<file path="config.mk">
export PLATFORM = sky130hd
export DESIGN_NAME = decrypt_mem
export DESIGN_NICKNAME = d
export VERILOG_FILES = /design/src/rtl/rc4_pkg.sv /design/src/rtl/decrypt_mem.sv
export SDC_FILE = /design/constraint.sdc
export NUM_CORES = 1
export LEC_CHECK = 0
export CAP_MARGIN = 20
export CELL_PAD_IN_SITES_DETAIL_PLACEMENT = 0
export CELL_PAD_IN_SITES_GLOBAL_PLACEMENT = 1
export CORE_ASPECT_RATIO = 1.1
export CORE_UTILIZATION = 35
export CTS_CLUSTER_DIAMETER = 50
export DETAILED_ROUTE_END_ITERATION = 12
export PLACE_DENSITY_LB_ADDON = 0.1
export SETUP_SLACK_MARGIN = 0.05
export SYNTH_ARGS = -nofsm -noshare
export SYNTH_HDL_FRONTEND = slang
export SYNTH_SLANG_ARGS = --single-unit
</file>
<file path="constraint.sdc">
create_clock -name clk -period 2.6 [get_ports clk]
set_input_delay 0.65 -clock clk [delete_from_list [all_inputs] [get_ports clk]]
set_output_delay 0.65 -clock clk [all_outputs]
set_load 0.005 [all_outputs]
</file>
<file path="src/rtl/rc4_pkg.sv">
`default_nettype none
// ============================================================================
// Module      : rc4_pkg
// Description : Shared types and helpers for the RC4 key-search datapath.
//               Holds the decrypt-stage state encoding, the bounds of the
//               legal plaintext alphabet and the character legality check.
// Revision    : 1.0 - initial release
// ============================================================================
package rc4_pkg;

    // Decrypt-stage states; each message byte walks INC_I .. NEXT (14 states).
    typedef enum logic [3:0] {
        ST_IDLE     = 4'd0,
        ST_INC_I    = 4'd1,
        ST_READ_I   = 4'd2,
        ST_HOLD_I   = 4'd3,
        ST_SAVE_I   = 4'd4,
        ST_READ_J   = 4'd5,
        ST_HOLD_J   = 4'd6,
        ST_SAVE_J   = 4'd7,
        ST_WRITE_SI = 4'd8,
        ST_WRITE_SJ = 4'd9,
        ST_READ_F   = 4'd10,
        ST_HOLD_F   = 4'd11,
        ST_SAVE_F   = 4'd12,
        ST_WRITE_D  = 4'd13,
        ST_NEXT     = 4'd14,
        ST_DONE     = 4'd15
    } dec_state_t;

    // Legal plaintext alphabet: lower-case letters and space.
    localparam logic [7:0] CHAR_LO    = 8'h61;
    localparam logic [7:0] CHAR_HI    = 8'h7A;
    localparam logic [7:0] CHAR_SPACE = 8'h20;

    function automatic logic is_legal_char(input logic [7:0] ch);
        return ((ch >= CHAR_LO) && (ch <= CHAR_HI)) || (ch == CHAR_SPACE);
    endfunction

endpackage : rc4_pkg
`default_nettype wire

</file>
<file path="src/rtl/decrypt_mem.sv">
`default_nettype none
// ============================================================================
// Module      : decrypt_mem
// Description : RC4 keystream generation and message decryption. After the
//               key schedule has permuted S-RAM, generates MSG_LEN keystream
//               bytes, XORs each with the encrypted ROM and writes the result
//               to the decrypted RAM, flagging any illegal plaintext byte.
// Ports       : clk, reset      - clock, synchronous active-high reset
//               start           - level, sampled in IDLE only
//               done            - high once the message is finished/aborted
//               key_bad         - sticky, some decrypted byte was illegal
//               s_address/s_data/s_wren/s_q         - S-RAM port
//               enc_address/enc_q                   - encrypted ROM port
//               dec_address/dec_data/dec_wren       - decrypted RAM port
//               All memory-port outputs are registered; memories are assumed
//               to have a one-cycle synchronous read.
// Revision    : 1.0 - initial release
// ============================================================================
module decrypt_mem
    import rc4_pkg::*;
#(
    parameter int   MSG_LEN      = 32,
    parameter bit   ABORT_ON_BAD = 1'b1,
    localparam int  ADDR_W       = (MSG_LEN > 1) ? $clog2(MSG_LEN) : 1
) (
    input  logic              clk,
    input  logic              reset,
    input  logic              start,
    output logic              done,
    output logic              key_bad,
    output logic [7:0]        s_address,
    output logic [7:0]        s_data,
    output logic              s_wren,
    input  logic [7:0]        s_q,
    output logic [ADDR_W-1:0] enc_address,
    input  logic [7:0]        enc_q,
    output logic [ADDR_W-1:0] dec_address,
    output logic [7:0]        dec_data,
    output logic              dec_wren
);

    localparam logic [ADDR_W-1:0] c_last_k = ADDR_W'(MSG_LEN - 1);

    dec_state_t        r_state;
    logic [7:0]        r_i;
    logic [7:0]        r_j;
    logic [7:0]        r_si;
    logic [7:0]        r_sj;
    logic [7:0]        r_f;
    logic [7:0]        r_enc_byte;
    logic [ADDR_W-1:0] r_k;

    // dec_data is registered in WRITE_D, so during NEXT it holds the byte
    // that is being written this cycle.
    logic w_bad;
    assign w_bad = !is_legal_char(dec_data);

    always_ff @(posedge clk) begin
        if (reset) begin
            r_state     <= ST_IDLE;
            r_i         <= '0;
            r_j         <= '0;
            r_si        <= '0;
            r_sj        <= '0;
            r_f         <= '0;
            r_enc_byte  <= '0;
            r_k         <= '0;
            done        <= 1'b0;
            key_bad     <= 1'b0;
            s_address   <= '0;
            s_data      <= '0;
            s_wren      <= 1'b0;
            enc_address <= '0;
            dec_address <= '0;
            dec_data    <= '0;
            dec_wren    <= 1'b0;
        end else begin
            case (r_state)
                ST_IDLE: begin
                    if (start) begin
                        r_state <= ST_INC_I;
                    end
                end
                ST_INC_I: begin
                    r_i     <= r_i + 8'd1;
                    r_state <= ST_READ_I;
                end
                ST_READ_I: begin
                    s_address <= r_i;
                    r_state   <= ST_HOLD_I;
                end
                ST_HOLD_I: r_state <= ST_SAVE_I;
                ST_SAVE_I: begin
                    r_si    <= s_q;
                    r_j     <= r_j + s_q;
                    r_state <= ST_READ_J;
                end
                ST_READ_J: begin
                    s_address <= r_j;
                    r_state   <= ST_HOLD_J;
                end
                ST_HOLD_J: r_state <= ST_SAVE_J;
                ST_SAVE_J: begin
                    r_sj    <= s_q;
                    r_state <= ST_WRITE_SI;
                end
                // Swap: S[i] <= sj first, then S[j] <= si, so when i == j the
                // second write leaves the original value in place.
                ST_WRITE_SI: begin
                    s_address <= r_i;
                    s_data    <= r_sj;
                    s_wren    <= 1'b1;
                    r_state   <= ST_WRITE_SJ;
                end
                ST_WRITE_SJ: begin
                    s_address <= r_j;
                    s_data    <= r_si;
                    s_wren    <= 1'b1;
                    r_state   <= ST_READ_F;
                end
                ST_READ_F: begin
                    s_wren      <= 1'b0;
                    s_address   <= r_si + r_sj;
                    enc_address <= r_k;
                    r_state     <= ST_HOLD_F;
                end
                ST_HOLD_F: r_state <= ST_SAVE_F;
                ST_SAVE_F: begin
                    r_f        <= s_q;
                    r_enc_byte <= enc_q;
                    r_state    <= ST_WRITE_D;
                end
                ST_WRITE_D: begin
                    dec_wren    <= 1'b1;
                    dec_address <= r_k;
                    dec_data    <= r_f ^ r_enc_byte;
                    r_state     <= ST_NEXT;
                end
                ST_NEXT: begin
                    dec_wren <= 1'b0;
                    if (w_bad) begin
                        key_bad <= 1'b1;
                    end
                    if ((r_k == c_last_k) || (ABORT_ON_BAD && w_bad)) begin
                        done    <= 1'b1;
                        r_state <= ST_DONE;
                    end else begin
                        r_k     <= r_k + ADDR_W'(1);
                        r_state <= ST_INC_I;
                    end
                end
                ST_DONE: r_state <= ST_DONE;
                default: r_state <= ST_IDLE;
            endcase
        end
    end

endmodule : decrypt_mem
`default_nettype wire
</file>
==> flow_summary.ini <==
[status]
outcome = complete, but fails checks
violations = design-rule violations

[global_route]
grt_antenna_before_repair = 0
grt_pass1_wl_um = 19320
track_usage_pct = 18.22
grt_pass1_vias = 3743
overflow = 0
grt_max_degree = 53

[floorplan]
fp.coreArea_um2 = 12700
die_width_um = 111
ios = 57
start_util_pct = 36.03
rows = 43
die-area_um2 = 13530
die_h_um = 121.9

[routing]
drt_iter0_markers = 160
ant_nets = 0
vias = 3981
drc_errors = 12
wire_per_inst_um = 15.69
via_per_inst = 5.231
wl_um = 11940
first_pass_iters = 8

[timing]
max_freq_ghz = 0.4263
tightest_slew_ns = 0.6840
fin_crit_ns = 2.346
setup_viol = 0
rsz0062_at_grt = false
hold_viol = 0
clock-skew-final_ns = 0.007449
report.final.slew_viol_count = 0
fin_ws_ns = 0.2541
maxSlewHeadroom_pct = 54.34
period_share_pct = 90.23

[synth]
synth-adder-area-share_pct = 5.963
synth-simple-area-share_pct = 23.58
synth_common_cells = nand2_1 (100), dfxtp_1 (95), a21oi_1 (58)
synthXorXnorAreaFrac_pct = 4.021
ys_top_cells_by_area = dfxtp_1 (42%), nand2_1 (8.2%), a21oi_1 (6.3%), a211oi_1 (4.8%), ha_1 (4.6%)
muxShareOfSynthArea_pct = 2.407
synth_compound_area_share_pct = 18.79
async_flop_share_pct = 0
ys_seq_area_share_pct = 41.58
synth_warnings = 0
synth_top_cell_by_area = dfxtp_1
synth-edff-count = 0
ys_ff_latch = 95
synth_top_family_by_area = simple AND/OR/NAND/NOR gates
ys.flop_type = dfxtp_1
synthesis.area_um2 = 4574
syn_avg_cell_area_um2 = 8.347
synthCells = 548
syn_nets = 586
ys_types = 59
synth.most_common_cell = nand2_1
yosysTopAreaCellShare_pct = 41.58

[finish]
antennaDiodeCount = 0
final_util_pct = 44.35
area_growth_pct = 23.11
finalInstanceArea_um2 = 5632
nets = 637
drive_above_1_share_pct = 6.954
nFillCells = 1303
final-instance-count-excl-fill = 761

[setup_path]
critical_path_arrival_ns = 2.57
worstPathRequired_ns = 2.82
r2r_cells = 7
slowest_stage = clkdlybuf4s50_1
cp-start-kind = input pin
crit_start = s_q[1]
r2r-start = r_k[0]
crit_path_end_kind = flip-flop
critPathMaxStageDelay_ns = 0.49
crit_cells = 7
cpLargestDelayFamily = compound AO/OA/AOI/OAI gates
worstReg2RegEnd = r_k[3]
path_class = input pin to flip-flop
path_buf_inv = 1
path_cells = clkdlybuf4s50_1 > ha_1 > a211oi_1 > o21bai_1 > a2111o_1 > o211ai_1 > nand4_1
cp_max_fo = 5
r2r_slack_ns = 0.27

[worst_hold_path]
min_path_cells = 2
min_from = dec_address[0]
hold_end = dec_address[0]
worstHoldPathType = flip-flop to flip-flop

[place]
portBuffers = 56
place_ws_ns = -0.09048
dp.cells = 745
hpwl_um = 8576
gp_congestion = 0.7781
dpl-instance-area_um2 = 5313

[power]
finalPower_mw = 3.160
p_per_area_nw_per_um2 = 561.1
leakagePower_nw = 1.971
ir_drop_v = 0.0002936

[clock_network]
path_clk_slew_ns = 0.07
cts_inserted_buffers = 9
cts_max_path_buffers = 2
numClockSinks = 95
cts_tree = yes
htree_levels = 3
root_buffer = clkbuf_16
cts-hold-fix-buffers = 0
clk_latency_ns = 0.35

[run]
cap_violations = 0
-- placed cells by master (no fill, tap or decap), types with 4 or more instances in the layout --
| cell type | count |
|---|---|
| xor2_1 | 7 |
| buf_4 | 17 |
| nand3_1 | 8 |
| o21ai_0 | 11 |
| clkdlybuf4s50_1 | 55 |
| xnor2_1 | 14 |
| nand4_1 | 4 |
| mux2i_1 | 11 |
| nor3b_1 | 4 |
| ha_1 | 17 |
| nor2_1 | 51 |
| o31ai_1 | 6 |
| dfxtp_1 | 95 |
| and3_1 | 4 |
| a31oi_1 | 4 |
| clkbuf_16 | 9 |
| nor3_1 | 12 |
| o21bai_1 | 4 |
| a21oi_1 | 58 |
| nand2_1 | 100 |
| nor2b_1 | 7 |
| inv_1 | 7 |
| nor4_1 | 4 |
| a211oi_1 | 29 |
-- layout make-up --
class | count | area, um2 | area share (%)
multi-input combinational | 413 | 2510 | 44.57
inverter | 7 | 26.28 | 0.4666
tap | 157 | 196.4 | 3.488
clock buffer | 10 | 239.0 | 4.243
sequential | 95 | 1902 | 33.77
clock inverter | 6 | 75.07 | 1.333
timing repair buffer | 73 | 683.2 | 12.13
-- timing repair --
item,in CTS,in global routing
setup endpoints to repair,0,1
buffers inserted,0,0
resized for setup,0,1
-- worst max-delay path by stage --
stage	to	slack, ns
after floorplan	r_k[1]	0.38
after global placement	r_j[7]	-0.08
after detailed placement	r_j[7]	-0.09
after CTS	r_k[1]	0.12
after global routing	r_j[7]	0.07
final	r_j[7]	0.25
-- sequential cells by signal, summed over array words and instances, names as in the netlist, 4 cells and up --
name         cells
r_state          4
r_enc_byte       8
r_sj             8
r_i              8
r_k              5
dec_address      5
r_f              8
s_data           8
r_j              8
enc_address      5
s_address        8
dec_data         8
r_si             8
-- report_power, final --
part           internal [mW]  switching (mW)
logic                  0.120           0.121
clock network          0.788           0.613
registers               1.48          0.0360
-- kinds of logic after synthesis --
family          Yosys count
simple gates            225
compound gates          135
flops                    95
buf+inv                  40
xor+xnor                 21
fa+ha+maj                21
mux                      11
-- stage by stage --
step	hold WS [ns]	TNS (ns)
final	0.4506	0
after detailed placement	0.4453	-0.1614
after floorplan	0.4488	0
after global routing	0.4722	0
after global placement	0.4426	-0.09870
after CTS	0.4547	0
-- layer usage --
metal / wire length (um) / track usage, % / vias up
met5: 0 / 0 / -
met4: 184 / 6.507 / 0
met3: 420 / 2.388 / 13
met2: 5491 / 30.50 / 70
met1: 5840 / 24.16 / 1848
li1: - / - / 2050
-- tightest hold or removal path: cells and delay by family, from the launching register on --
family / cells / cell delay, ns
AO/OA/AOI/OAI: 1 / 0.05
flip-flops: 1 / 0.31
AND/OR/NAND/NOR: 1 / 0.05
No activity file was read; power rests on OpenSTA's default activity.
